## src/rtl/parking_pkg.sv

```systemverilog
// Shared constants for the parking occupancy counter: default sizing and
// the active-low 7-segment digit encodings (segment order g..a).
package parking_pkg;

  localparam int CAPACITY_DEF      = 60;
  localparam int FILTER_CYCLES_DEF = 4;
  localparam int CNT_W_DEF         = 7;

  localparam logic [6:0] SEG_0     = 7'b1000000;
  localparam logic [6:0] SEG_1     = 7'b1111001;
  localparam logic [6:0] SEG_2     = 7'b0100100;
  localparam logic [6:0] SEG_3     = 7'b0110000;
  localparam logic [6:0] SEG_4     = 7'b0011001;
  localparam logic [6:0] SEG_5     = 7'b0010010;
  localparam logic [6:0] SEG_6     = 7'b0000010;
  localparam logic [6:0] SEG_7     = 7'b1111000;
  localparam logic [6:0] SEG_8     = 7'b0000000;
  localparam logic [6:0] SEG_9     = 7'b0010000;
  localparam logic [6:0] SEG_BLANK = 7'b1111111;

  // Decimal digit to segment pattern; out-of-range codes blank the digit.
  function automatic logic [6:0] seg_encode(input logic [3:0] digit);
    logic [6:0] seg;
    case (digit)
      4'd0:    seg = SEG_0;
      4'd1:    seg = SEG_1;
      4'd2:    seg = SEG_2;
      4'd3:    seg = SEG_3;
      4'd4:    seg = SEG_4;
      4'd5:    seg = SEG_5;
      4'd6:    seg = SEG_6;
      4'd7:    seg = SEG_7;
      4'd8:    seg = SEG_8;
      4'd9:    seg = SEG_9;
      default: seg = SEG_BLANK;
    endcase
    return seg;
  endfunction

endpackage

```

## src/rtl/sensor_filter.sv

```systemverilog
// Debounce for one raw asynchronous sensor: two-flop synchroniser followed by
// a stable counter. The filtered level only follows the synchronised input
// once it has disagreed for FILTER_CYCLES consecutive cycles.
module sensor_filter #(
  parameter int FILTER_CYCLES = 4
) (
  input  logic clk,
  input  logic reset_n,
  input  logic sensor_i,
  output logic level_o
);

  localparam int CW = $clog2(FILTER_CYCLES + 1);

  logic          sync1_q, sync2_q;
  logic          level_q, level_d;
  logic [CW-1:0] cnt_q, cnt_d;

  // Count consecutive disagreeing samples; any agreement restarts the count.
  always_comb begin
    level_d = level_q;
    cnt_d   = '0;
    if (sync2_q != level_q) begin
      if (cnt_q == CW'(FILTER_CYCLES - 1)) begin
        level_d = sync2_q;
      end else begin
        cnt_d = cnt_q + CW'(1);
      end
    end
  end

  // Synchroniser, counter and accepted level; reset means "sensor inactive".
  always_ff @(posedge clk or negedge reset_n) begin
    if (!reset_n) begin
      sync1_q <= 1'b0;
      sync2_q <= 1'b0;
      cnt_q   <= '0;
      level_q <= 1'b0;
    end else begin
      sync1_q <= sensor_i;
      sync2_q <= sync1_q;
      cnt_q   <= cnt_d;
      level_q <= level_d;
    end
  end

  assign level_o = level_q;

endmodule

```

## src/rtl/parking_occupancy_counter.sv

```systemverilog
// Lot occupancy tracker: debounces the gate-pass and exit-lane sensors,
// turns their rising edges into entry/exit events, keeps a saturating
// occupancy count with sticky error flags and shows free spaces on two
// active-low 7-segment digits.
module parking_occupancy_counter
  import parking_pkg::*;
#(
  parameter int CAPACITY      = CAPACITY_DEF,
  parameter int FILTER_CYCLES = FILTER_CYCLES_DEF,
  parameter int CNT_W         = CNT_W_DEF
) (
  input  logic             clk,
  input  logic             reset_n,
  input  logic             gate_open,
  input  logic             sensor_exit,
  input  logic             lane_out,
  input  logic             err_clr,
  output logic [CNT_W-1:0] occupancy,
  output logic [CNT_W-1:0] free_spaces,
  output logic             lot_full,
  output logic             entry_allow,
  output logic             car_in_pulse,
  output logic             car_out_pulse,
  output logic             overflow_err,
  output logic             underflow_err,
  output logic [6:0]       HEX_1,
  output logic [6:0]       HEX_0
);

  localparam logic [CNT_W-1:0] CAP      = CNT_W'(CAPACITY);
  localparam logic [3:0]       CAP_TENS = 4'(CAPACITY / 10);
  localparam logic [3:0]       CAP_UNITS = 4'(CAPACITY % 10);
  localparam logic [6:0]       HEX1_RST = (CAP_TENS == 4'd0) ? SEG_BLANK : seg_encode(CAP_TENS);
  localparam logic [6:0]       HEX0_RST = seg_encode(CAP_UNITS);

  logic in_level, out_level;
  logic in_prev_q, out_prev_q;
  logic in_evt, out_evt;

  logic [CNT_W-1:0] occ_q, occ_d;
  logic [CNT_W-1:0] free_q, free_d;
  logic             full_q, allow_q;
  logic             in_pulse_q, out_pulse_q;
  logic             ovf_q, ovf_d, unf_q, unf_d;
  logic             ovf_set, unf_set;
  logic [3:0]       tens, units;
  logic [6:0]       hex1_q, hex1_d, hex0_q, hex0_d;

  sensor_filter #(.FILTER_CYCLES(FILTER_CYCLES)) u_filt_in (
    .clk      (clk),
    .reset_n  (reset_n),
    .sensor_i (sensor_exit),
    .level_o  (in_level)
  );

  sensor_filter #(.FILTER_CYCLES(FILTER_CYCLES)) u_filt_out (
    .clk      (clk),
    .reset_n  (reset_n),
    .sensor_i (lane_out),
    .level_o  (out_level)
  );

  // An entry only counts if the gate is open in the cycle the filtered edge appears.
  assign in_evt  = in_level & ~in_prev_q & gate_open;
  assign out_evt = out_level & ~out_prev_q;

  // Saturating occupancy update; coincident entry and exit cancel without error.
  always_comb begin
    occ_d   = occ_q;
    ovf_set = 1'b0;
    unf_set = 1'b0;
    case ({in_evt, out_evt})
      2'b10: begin
        if (occ_q < CAP) occ_d = occ_q + CNT_W'(1);
        else             ovf_set = 1'b1;
      end
      2'b01: begin
        if (occ_q != '0) occ_d = occ_q - CNT_W'(1);
        else             unf_set = 1'b1;
      end
      default: occ_d = occ_q;
    endcase
    free_d = CAP - occ_d;
    // A new error beats a simultaneous clear.
    ovf_d  = ovf_set | (ovf_q & ~err_clr);
    unf_d  = unf_set | (unf_q & ~err_clr);
  end

  // Decimal split of the already-registered free count for the display.
  always_comb begin
    tens   = 4'(free_q / CNT_W'(10));
    units  = 4'(free_q % CNT_W'(10));
    hex1_d = (tens == 4'd0) ? SEG_BLANK : seg_encode(tens);
    hex0_d = seg_encode(units);
  end

  // Event history, counters, flags and display registers.
  always_ff @(posedge clk or negedge reset_n) begin
    if (!reset_n) begin
      in_prev_q   <= 1'b0;
      out_prev_q  <= 1'b0;
      occ_q       <= '0;
      free_q      <= CAP;
      full_q      <= 1'b0;
      allow_q     <= 1'b1;
      in_pulse_q  <= 1'b0;
      out_pulse_q <= 1'b0;
      ovf_q       <= 1'b0;
      unf_q       <= 1'b0;
      hex1_q      <= HEX1_RST;
      hex0_q      <= HEX0_RST;
    end else begin
      in_prev_q   <= in_level;
      out_prev_q  <= out_level;
      occ_q       <= occ_d;
      free_q      <= free_d;
      full_q      <= (occ_d == CAP);
      allow_q     <= (occ_d != CAP);
      in_pulse_q  <= in_evt;
      out_pulse_q <= out_evt;
      ovf_q       <= ovf_d;
      unf_q       <= unf_d;
      hex1_q      <= hex1_d;
      hex0_q      <= hex0_d;
    end
  end

  assign occupancy     = occ_q;
  assign free_spaces   = free_q;
  assign lot_full      = full_q;
  assign entry_allow   = allow_q;
  assign car_in_pulse  = in_pulse_q;
  assign car_out_pulse = out_pulse_q;
  assign overflow_err  = ovf_q;
  assign underflow_err = unf_q;
  assign HEX_1         = hex1_q;
  assign HEX_0         = hex0_q;

endmodule

```

## config.mk

```make
export PLATFORM = sky130hd
export DESIGN_NAME = parking_occupancy_counter
export DESIGN_NICKNAME = d
export VERILOG_FILES = /design/src/rtl/parking_pkg.sv /design/src/rtl/sensor_filter.sv /design/src/rtl/parking_occupancy_counter.sv
export SDC_FILE = /design/constraint.sdc
export NUM_CORES = 1
export LEC_CHECK = 0
export ABC_CLOCK_PERIOD_IN_PS = 5500
export BUFFER_PORTS_ARGS = -buffer_cell sky130_fd_sc_hd__buf_2
export CORE_MARGIN = 3
export CORE_UTILIZATION = 46
export DETAILED_ROUTE_END_ITERATION = 16
export PLACE_DENSITY = 0.66
export SYNTH_ARGS = -nofsm -noshare
export SYNTH_HDL_FRONTEND = slang
export SYNTH_HIERARCHICAL = 1
export SYNTH_SLANG_ARGS = --single-unit
export TNS_END_PERCENT = 5
```

## constraint.sdc

```tcl
create_clock -name clk -period 5.5 [get_ports clk]
set_input_delay 0.825 -clock clk [delete_from_list [all_inputs] [get_ports clk]]
set_output_delay 0.825 -clock clk [all_outputs]
set_load 0.01 [all_outputs]
```

Word-level counts from Yosys, hierarchy flattened

Memory sizes are Yosys's and may differ from the RTL's. A register that Yosys moved wholly into a read port is not among the register bits.
Index checks and enable logic that the tools add are counted.

Bits in registers: 41
ROM bits: 224
Input port bits: 6
Output and inout port bits: 34
Memories: 2

Add/sub/neg operators: 5
Divide/modulo/power cells: 2
Magnitude comparators: 1
Equal/unequal tests: 8
Multiplexer cells: 12
Bitwise gates (word level): 10
Reductions and logical operators: 5

Memories:

| memory          | depth | bits a word | rd ports | clocked after Yosys merged registers in | write ports | line              | text |
|---|---|---|---|---|---|---|---|
| (no name shown) | 16    | 7           | 1        | 0                                       | 0           | parking_pkg.sv:24 | `case (digit)` |
| (no name shown) | 16    | 7           | 1        | 1                                       | 0           | parking_pkg.sv:24 |  |

Operators with widths:

| cell                  | number |
|---|---|
| $mux W7               | 3 |
| $pmux W7 S2           | 1 |
| $mux W3               | 4 |
| $add A7 B1 Y7 const B | 1 |
| $div A7 B4 Y7 const B | 1 |
| $eq A7 B6 Y1 const B  | 1 |
| $lt A7 B6 Y1 const B  | 1 |
| $mod A7 B4 Y7 const B | 1 |
| $ne A7 B6 Y1 const B  | 1 |
| $reduce_bool A7 Y1    | 1 |
| $sub A6 B7 Y7 const A | 1 |
| $sub A7 B1 Y7 const B | 1 |
| $add A3 B1 Y3 const B | 2 |
| $eq A3 B2 Y1 const B  | 2 |
| $and A1 B1 Y1         | 5 |
| $logic_not A4 Y1      | 1 |
| $mux W1               | 4 |
| $reduce_and A2 Y1     | 2 |
| $not A1 Y1            | 3 |
| $eq A2 B1 Y1 const B  | 1 |
| $eq A2 B2 Y1 const B  | 1 |
| $ne A1 B1 Y1          | 2 |
| $or A1 B1 Y1          | 2 |
| $logic_not A1 Y1      | 1 |

Logic depth before layout (Yosys ltp)

Gate-level depths: netlist of run 1.

Depth after elaboration: 6
Mapped depth: 15

Modules after synthesis

Netlist of run 1, hierarchy kept.

Modules (own cells, without submodules):

| module                    | times used | cells an instance | area an instance (um2) |
|---|---|---|---|
| parking_occupancy_counter | 1          | 256               | 2451.1 |
| sensor_filter             | 2          | 13                | 216.5 |

Worst setup path before layout of run 1

No wires, ideal clock.

Kind: reg2reg
Start: register free_q[2] (netlist: free_spaces[2])
End: register hex0_q[3] (netlist: HEX_0[3])
Library setup time: 130 ps
Arrival: 3035 ps
Required time: 5370 ps
Path slack: 2335 ps
Cell stages (with the launch flop): 14
Period minus slack after synthesis: 3165 ps
Cells stage by stage: dfstp_2 -> buf_2 -> nor2b_1 -> a22oi_1 -> o2bb2ai_1 -> nor2_1 -> ha_1 -> clkbuf_1 -> o21ai_1 -> a21oi_1 -> mux2_2 -> ha_1 -> nor4_1 -> a21oi_1

Word-level cells in the longest chain between the ends: 1

RTL lines:

| what                   | line                             | text |
|---|---|---|
| from (decl)            | parking_occupancy_counter.sv:41  | `logic [CNT_W-1:0] free_q, free_d;` |
| from (signal assigned) | parking_occupancy_counter.sv:116 | `free_q <= free_d;` |
| $mod A7 B4 Y7          | parking_occupancy_counter.sv:92  | `units = 4'(free_q % CNT_W'(10));` |
| to (decl)              | parking_occupancy_counter.sv:47  | `logic [6:0] hex1_q, hex1_d, hex0_q, hex0_d;` |

No other way between the ends.
A chain may end at the register's enable or synchronous reset.

Worst setup path in the final report of run 1

Ends and elaborated chain as after synthesis.

==> results.py, run 1 <==
metrics = {
    "sta": {
        "final.setup.tns_ps": 0,
        "setup_viol": 0,
        "period_needed_ps": 3360,
        "worst_slew_pin_slew_ps": 1010,
        "hold_ws_ps": 357,
        "max_freq_mhz": 297,
        "slew_headroom": 0.329,
        "slew_viol_final": 0,
        "fin_crit_sh": 0.612,
        "rsz0062_at_grt": "false",
        "fin_skew_ps": 13.1,
        "hold_viol_final": 0,
    },
    "logic_synthesis": {
        "synthXorXnorAreaFrac": 0.0334,
        "syn_avg_cell_area_um2": 10.2,
        "synth-edff-count": 0,
        "ys_seq_area_frac": 0.411,
        "muxShareOfSynthArea": 0.0299,
        "synth_compound_area_frac": 0.213,
        "yosys.area_share.adder": 0.0824,
        "synthTopCellsByArea": "dfrtp_1 (35%), ha_1 (8.2%), dfstp_2 (6.4%)",
        "synth-main-ff-cell": "dfrtp_1",
        "syn_area_um2": 2880,
        "synth-simple-area-share": 0.171,
        "synth-seq-cells": 47,
        "synth_nets": 307,
        "yosysUniqueCellTypes": 65,
        "yosysTopAreaCell": "dfrtp_1",
        "synth_top_family_by_area": "compound AO/OA/AOI/OAI gates",
        "syn_inst": 282,
        "yosysWarningCount": 6,
        "async_flop_share": 1.00,
        "yosysTopAreaCellShare": 0.347,
    },
    "global_route": {
        "antenna_found_initial": 0,
        "grt_pass1_wl_mm": 9.79,
        "grt_use_total": 0.167,
        "grt_pass1_vias": 2099,
        "grt_max_degree": 48,
        "grt-ovfl-total": 0,
    },
    "finish": {
        "num_antenna_cells": 0,
        "stdcell_area_um2": 3180,
        "layout_commonest_cell": "dfrtp_1",
        "regArea_um2": 1180,
        "syn_to_final_growth_pct": 10.2,
        "fin_util": 0.530,
        "layout.nets": 338,
        "final_cell_mix": "dfrtp_1 (40), buf_2 (39), inv_1 (22), ha_1 (19), a21oi_1 (15)",
        "num-fill-cells": 539,
        "multi_input_area_um2": 1530,
        "layout-drive-gt1-share": 0.242,
    },
    "power": {
        "p_leak_nw": 1.46,
        "power.total_mw": 1.92,
        "p_per_area_nw_per_um2": 604,
        "ir_worst_vdd_mv": 0.337,
    },
    "die": {
        "core_area_um2": 5990,
        "die-area_um2": 7260,
        "initial_core_util": 0.481,
        "die_w_um": 85.2,
        "die_y_um": 85.2,
        "rows": 28,
        "ios": 40,
    },
    "cts": {
        "hold_buffers": 0,
        "ctsResizeCount": 0,
        "path_clk_slew_ps": 90,
        "cts_tree": "built",
        "clk_path_buf_depth": 2,
        "cts-root-buf": "clkbuf_8",
        "insertion_delay_ps": 310,
        "clkSinkCount": 47,
        "cts_setup_buffers": 0,
        "cts_inserted_buffers": 5,
        "htreeDepth": 2,
    },
    "worst_setup_path": {
        "critical_path.max_fanout": 12,
        "r2r_slack_ps": 2140,
        "worst-setup-path-type": "reg2reg",
        "crit_buf_inv": 0,
        "critPathMaxStageDelay_ps": 650,
        "arrival_ps": 3550,
        "crit_slowest_cell": "dfstp_2",
        "crit_path_start": "free_spaces[2]$_DFF_PN1_",
        "required_ps": 5680,
        "start_kind": "flip-flop",
        "r2r-start": "free_spaces[2]$_DFF_PN1_",
        "crit_family": "compound AO/OA/AOI/OAI gates",
        "crit_chain": "nor2b_1 > a22oi_1 > o2bb2ai_1 > nor2_1 > ha_1 > o21ai_1 > a21oi_1 > mux2_2 > ha_1 > nor4_1 > a21oi_1",
        "cp_num_cells": 11,
        "rr_worst_depth": 11,
        "crit_path_end_kind": "flip-flop",
    },
    "drt": {
        "via_per_inst": 5.71,
        "drc_errors": 0,
        "dr_total_vias": 2223,
        "routed_wirelength_mm": 5.73,
        "dr.first_iter.drc_count": 129,
        "dr.pass1.iters": 4,
        "wl_per_cell_um": 14.7,
        "detail-route-antenna-nets": 0,
    },
    "placement": {
        "placed_cell_area_um2": 3090,
        "hpwl_mm": 4.04,
        "port_buffers": 39,
        "place_congestion": 0.814,
    },
    "worst_hold_path": {
        "whs_path_depth": 0,
        "min_from": "u_filt_in/sync1_q$_DFF_PN0_",
        "hp-class": "reg2reg",
    },
    "job": {
        "maxCapViolations": 0,
    },
    "run_status": {
        "status": "finished, final reports clean",
    },
}
-- worst paths after layout --
| kind | end |
|---|---|
| max in group asynchronous | free_spaces[1]$_DFF_PN0_ |
| worst min register to register | u_filt_in/sync2_q$_DFF_PN0_ |
| worst max-delay path | HEX_0[3]$_DFF_PN0_ |
| worst max register to register | HEX_0[3]$_DFF_PN0_ |
| worst min-delay path | u_filt_in/sync2_q$_DFF_PN0_ |
| min in group asynchronous | car_in_pulse$_DFF_PN0_ |
-- layout make-up --
| class | count | area share |
|---|---|---|
| clock buffer | 5 | 0.0217 |
| tap | 75 | 0.0295 |
| clock inverter | 3 | 0.00709 |
| sequential | 47 | 0.373 |
| timing repair buffer | 39 | 0.0614 |
| multi-input combinational | 198 | 0.481 |
| inverter | 22 | 0.0260 |
-- Yosys cell counts (all sizes together), types with 3 or more instances --
| library cell | number |
|---|---|
| xnor2 | 9 |
| nand4 | 4 |
| nor3b | 8 |
| nand3 | 9 |
| dfstp | 7 |
| buf | 11 |
| ha | 19 |
| mux2 | 5 |
| a221oi | 3 |
| dfrtp | 40 |
| nor2b | 8 |
| nor3 | 12 |
| or2 | 3 |
| o311a | 3 |
| o21a | 5 |
| a21o | 3 |
| mux2i | 3 |
| nor4 | 4 |
| a21oi | 15 |
| clkbuf | 4 |
| nand2b | 3 |
| nor2 | 7 |
| o21ai | 16 |
| nand2 | 13 |
| a22oi | 6 |
| a211oi | 3 |
| a31oi | 3 |
| inv | 22 |
-- metrics by stage --
stage / instances / setup WS, ps
after floorplan: 282 / 2330
after global placement: 381 / 2230
after detailed placement: 381 / 2160
after CTS: 389 / 2140
after global routing: 389 / 1790
final: 389 / 2140
-- metal layers --
layer | track usage | share of wire
met2 | 0.257 | 0.44
met1 | 0.235 | 0.49
met3 | 0.0437 | 0.056
met5 | 0 | 0
met4 | 0.0403 | 0.0096
-- cells by family (layout without fill, tap and decap cells) --
logic type | Yosys count | after routing
AO/OA/AOI/OAI | 78 | 78
multiplexers | 8 | 8
buffers and inverters | 37 | 69
flip-flops | 47 | 47
XOR/XNOR | 11 | 11
AND/OR/NAND/NOR | 82 | 82
adder cells (fa/ha/maj) | 19 | 19
-- state kept, by name, summed over array words and instances (netlist names), 3 cells and up --
name              flops
u_filt_in/cnt_q       3
HEX_0                 7
occupancy             6
u_filt_out/cnt_q      3
HEX_1                 7
free_spaces           7
-- power by group --
group / switching, mW / total, mW / internal (mW) / leakage [nW]
logic: 0.636 / 1.11 / 0.477 / 0.825
registers: 0.112 / 0.595 / 0.483 / 0.585
clock network: 0.120 / 0.211 / 0.0911 / 0.0485
total: 0.868 / 1.92 / 1.05 / 1.46
No activity file was read; power rests on OpenSTA's default activity.
==> run 2, diff against run 1 <==
Settings changed: ABC_CLOCK_PERIOD_IN_PS 5500 to 3450.
Clock period 5.5 ns to 3.45 ns, I/O delays scaled along.
==> results.py, run 2 (synthesis gave the netlist of run 1 again) <==
metrics = {
    "die": {
        "die_w_um": 85.2,
        "die-area_um2": 7260,
        "die_y_um": 85.2,
        "ios": 40,
        "core_area_um2": 5990,
        "initial_core_util": 0.481,
        "rows": 28,
    },
    "power": {
        "p_leak_nw": 1.49,
        "p_per_area_nw_per_um2": 980,
        "ir_worst_vdd_mv": 0.506,
    },
    "finish": {
        "num_antenna_cells": 0,
        "final_cells": 394,
        "layout.nets": 343,
        "layout_commonest_cell": "dfrtp_1",
        "final_cell_mix": "dfrtp_1 (40), buf_2 (39), inv_1 (22), ha_1 (19), a21oi_1 (15)",
        "syn_to_final_growth_pct": 12.4,
        "fin_util": 0.541,
        "layout-drive-gt1-share": 0.254,
        "stdcell_area_um2": 3240,
    },
    "cts": {
        "cts-root-buf": "clkbuf_8",
        "ctsResizeCount": 0,
        "clkSinkCount": 47,
        "cts_inserted_buffers": 5,
        "cts_tree": "built",
        "htreeDepth": 2,
        "path_clk_slew_ps": 100,
        "clk_path_buf_depth": 2,
        "hold_buffers": 0,
        "insertion_delay_ps": 300,
        "cts_setup_buffers": 0,
    },
    "drt": {
        "wl_per_cell_um": 14.1,
        "routed_wirelength_mm": 5.57,
        "detail-route-antenna-nets": 0,
        "via_per_inst": 5.60,
        "dr.pass1.iters": 4,
        "dr.first_iter.drc_count": 130,
        "dr_total_vias": 2208,
        "drc_errors": 0,
    },
    "worst_setup_path": {
        "crit_path_end_kind": "flip-flop",
        "crit_slowest_cell": "dfstp_2",
        "required_ps": 3670,
        "critPathMaxStageDelay_ps": 660,
        "worst-setup-path-type": "reg2reg",
        "arrival_ps": 3240,
        "critical_path.max_fanout": 13,
        "start_kind": "flip-flop",
        "crit_chain": "nor2b_1 > and3_1 > nor2_1 > ha_1 > o21ai_1 > a21oi_1 > mux2i_1 > ha_1 > inv_1 > a221o_1 > a21oi_1",
    },
    "sta": {
        "slew_viol_final": 0,
        "finalWorstSetupSlack_ps": 434,
        "max_freq_mhz": 332,
        "fin_crit_sh": 0.874,
        "slew_headroom": 0.335,
        "setup_viol": 0,
        "rsz0062_at_grt": "false",
        "worst_slew_pin_slew_ps": 998,
        "fin_skew_ps": 8.58,
        "final.setup.tns_ps": 0,
        "hold_viol_final": 0,
        "period_needed_ps": 3020,
    },
    "global_route": {
        "grt_max_degree": 48,
        "grt_pass1_wl_mm": 9.80,
        "antenna_found_initial": 0,
        "grt-ovfl-total": 0,
        "grt_use_total": 0.162,
        "grt_pass1_vias": 2141,
    },
    "placement": {
        "place_congestion": 0.813,
        "dp_worst_setup_slack_ps": 374,
        "placed_cell_area_um2": 3120,
        "port_buffers": 39,
        "hpwl_mm": 4.09,
        "dpl.cell_count": 386,
    },
    "job": {
        "maxCapViolations": 0,
    },
    "worst_hold_path": {
        "hp-class": "in2reg",
    },
    "run_status": {
        "status": "finished, final reports clean",
    },
}
## run 2: worst paths after layout
kind	from	endpoint	slack [ps]	depth (start not counted)
setup / recovery	free_spaces[5]$_DFF_PN1_	HEX_0[0]$_DFF_PN0_	430	11
hold / removal	lane_out	u_filt_out/sync1_q$_DFF_PN0_	320	1
setup reg to reg	free_spaces[5]$_DFF_PN1_	HEX_0[0]$_DFF_PN0_	430	11
hold reg to reg	u_filt_in/sync1_q$_DFF_PN0_	u_filt_in/sync2_q$_DFF_PN0_	360	0
max in group asynchronous	reset_n	overflow_err$_DFF_PN0_	2450	1
min in group asynchronous	reset_n	u_filt_out/cnt_q[1]$_DFF_PN0_	380	1
## run 2: power breakdown
group | leakage [nW] | internal (mW) | switching, mW | total [mW]
clock | 0.0587 | 0.220 | 0.195 | 0.414
combinational | 0.849 | 0.799 | 1.04 | 1.84
sequential | 0.585 | 0.771 | 0.155 | 0.925
total | 1.49 | 1.79 | 1.39 | 3.18
## run 2: layer usage
metal	vias to the layer above	wire length [µm]	GRT usage
li1	1107	-	-
met1	1052	2740	0.233
met2	47	2560	0.260
met3	2	255	0.0311
met4	0	10	0.0230
met5	-	0	0
## run 2: worst max-delay path, delay by kind of cell, from the launching register on
family,cells,cell delay (ps)
multiplexers,1,260
adder cells (fa/ha/maj),2,530
AND/OR/NAND/NOR,3,680
buffers and inverters,1,40
AO/OA/AOI/OAI,4,770
flip-flops,1,660
## run 2: cell type report
type	instances	area (µm²)
fill	540	2750
multi-input combinational	198	1530
sequential	47	1180
timing repair buffer	44	233
tap	75	93.8
inverter	22	82.6
clock buffer	5	68.8
clock inverter	3	47.5
## run 2: stage by stage
step	hold WS, ps	total power [mW]
2_1_floorplan	222	2.33
5_1_grt	304	3.49
4_1_cts	310	3.20
3_3_place_gp	333	2.75
6_report	317	3.18
3_5_place_dp	337	2.77
==> run 3, diff against run 2 <==
Settings changed: ABC_AREA set to 1.
==> results.py, run 3 <==
metrics = {
    "global_route": {
        "grt_max_degree": 48,
        "antenna_found_initial": 0,
        "grt-ovfl-total": 0,
        "grt_use_total": 0.158,
        "grt_pass1_wl_mm": 9.18,
        "grt_pass1_vias": 1986,
    },
    "worst_setup_path": {
        "start_kind": "flip-flop",
        "critical_path.max_fanout": 10,
        "arrival_ps": 3230,
        "crit_path_end_kind": "flip-flop",
        "required_ps": 3620,
        "worst-setup-path-type": "reg2reg",
    },
    "placement": {
        "hpwl_mm": 3.91,
        "port_buffers": 39,
        "dpl.cell_count": 433,
        "dp_worst_setup_slack_ps": 395,
        "place_congestion": 0.880,
    },
    "sta": {
        "max_freq_mhz": 327,
        "final.setup.tns_ps": 0,
        "rsz0062_at_grt": "false",
        "fin_skew_ps": 15.4,
        "finalWorstSetupSlack_ps": 396,
        "slew_viol_final": 0,
        "period_needed_ps": 3050,
        "hold_ws_ps": 319,
        "setup_viol": 0,
        "hold_viol_final": 0,
        "fin_crit_sh": 0.885,
        "slew_headroom": 0.318,
        "worst_slew_pin_slew_ps": 1020,
    },
    "logic_synthesis": {
        "synth-seq-cells": 47,
        "async_flop_share": 1.00,
        "ys_seq_area_frac": 0.435,
        "synthXorXnorAreaFrac": 0.0257,
        "yosysUniqueCellTypes": 35,
        "synth_nets": 350,
        "yosysWarningCount": 6,
        "syn_avg_cell_area_um2": 8.39,
        "synthTopCellsByArea": "dfrtp_1 (37%), nand2_1 (10%), ha_1 (8.7%)",
        "synth-main-ff-cell": "dfrtp_1",
        "synth-edff-count": 0,
        "muxShareOfSynthArea": 0,
        "synth-simple-area-share": 0.301,
        "syn_inst": 325,
        "synth_top_family_by_area": "simple AND/OR/NAND/NOR gates",
        "yosysTopAreaCellShare": 0.367,
        "yosys.area_share.adder": 0.0872,
        "synth.most_common_cell": "nand2_1",
        "ys_top_cells_by_count": "nand2_1 (76), inv_1 (50), dfrtp_1 (40), nand3_1 (30), nor2_1 (21)",
        "yosysTopAreaCell": "dfrtp_1",
        "synth_compound_area_frac": 0.0679,
        "syn_area_um2": 2730,
    },
    "finish": {
        "layout_commonest_cell": "nand2_1",
        "layout.nets": 393,
        "num-fill-cells": 527,
        "layout-drive-gt1-share": 0.249,
        "final_cell_mix": "nand2_1 (76), inv_1 (50), dfrtp_1 (40), buf_2 (39), nand3_1 (30)",
        "num_antenna_cells": 0,
        "syn_to_final_growth_pct": 14.0,
        "final_cells": 441,
    },
    "cts": {
        "cts_tree": "built",
        "htreeDepth": 2,
        "cts-root-buf": "clkbuf_8",
        "path_clk_slew_ps": 100,
        "clk_path_buf_depth": 2,
        "insertion_delay_ps": 300,
        "cts_inserted_buffers": 5,
        "cts_setup_buffers": 0,
        "clkSinkCount": 47,
        "hold_buffers": 0,
        "ctsResizeCount": 0,
    },
    "drt": {
        "detail-route-antenna-nets": 0,
        "wl_per_cell_um": 11.6,
        "drc_errors": 0,
        "dr.first_iter.drc_count": 59,
        "routed_wirelength_mm": 5.12,
        "dr_total_vias": 2116,
        "dr.pass1.iters": 4,
        "via_per_inst": 4.80,
    },
    "die": {
        "die_y_um": 83.0,
        "die-area_um2": 6890,
        "initial_core_util": 0.486,
        "rows": 27,
        "die_w_um": 83.0,
        "core_area_um2": 5610,
        "ios": 40,
    },
    "job": {
        "maxCapViolations": 0,
    },
    "worst_hold_path": {
        "hp-class": "in2reg",
    },
    "run_status": {
        "status": "finished, final reports clean",
    },
}
-- run 3: cell types whose count changed in the layout (fill, tap and decap cells not counted), sizes merged, moves of 5 or more --
cell	before	now
nor3	12	2
xor2	2	7
xnor2	9	1
a21oi	15	6
nor2	7	21
nor2b	8	0
nand3	9	37
mux2	5	0
nand2	13	96
nor3b	8	1
inv	23	56
buf	44	39
a22oi	6	0
-- run 3: area by class of cell --
class,instances,area [µm²],area share
sequential,47,1180,0.381
multi-input combinational,219,1310,0.423
clock buffer,5,68.8,0.0221
inverter,56,210,0.0676
clock inverter,3,46.3,0.0149
timing repair buffer,39,195,0.0628
tap,72,90.1,0.0290
-- run 3: path summary, 6_finish.rpt --
path,slack [ps],cells after the start,startpoint,endpoint
hold / removal,320,1,sensor_exit,u_filt_in/sync1_q$_DFF_PN0_
max in group asynchronous,2420,1,reset_n,car_out_pulse$_DFF_PN0_
setup / recovery,400,21,free_spaces[4]$_DFF_PN1_,HEX_1[3]$_DFF_PN0_
setup reg to reg,400,21,free_spaces[4]$_DFF_PN1_,HEX_1[3]$_DFF_PN0_
hold reg to reg,350,0,u_filt_out/sync1_q$_DFF_PN0_,u_filt_out/sync2_q$_DFF_PN0_
min in group asynchronous,380,1,reset_n,HEX_1[3]$_DFF_PN0_
-- run 3: stage by stage --
step                      cell area (µm²)  utilization
after floorplan                      2730            -
after global placement               2990        0.534
after detailed placement             2990        0.534
after CTS                            3110        0.554
after global routing                 3110        0.554
final                                3110        0.554
-- run 3: cell families after synthesis --
family          Yosys count
compound gates           29
xor+xnor                  8
fa+ha+maj                19
buf+inv                  59
flops                    47
simple gates            163
-- run 3: per-layer routing --
layer | GRT usage | up-vias | wire length, µm
met4 | 0.0401 | 0 | 26
met2 | 0.263 | 37 | 2510
met1 | 0.209 | 977 | 2410
met5 | 0 | - | 0
met3 | 0.0337 | 2 | 170
li1 | - | 1100 | -
-- run 3: worst max-delay path, cell delays in order (launching register included) --
cell and delay, ps:
dfstp_2 560, inv_1 50, a21boi_1 240, nand2_4 100, nand2_4 120, nand2_1 70
nand2_1 80, inv_2 50, nand2_4 80, nand3_2 100, nand2_1 110, inv_1 60
ha_1 190, inv_1 80, nand3_2 110, nand3_4 140, inv_1 90, ha_1 180
nand2_1 80, nor2_1 60, nor2_1 230, o21ai_0 140
Power of run 3 is not shown: default switching activity piles up to over one toggle a cycle in this logic, so the estimate is an artifact.
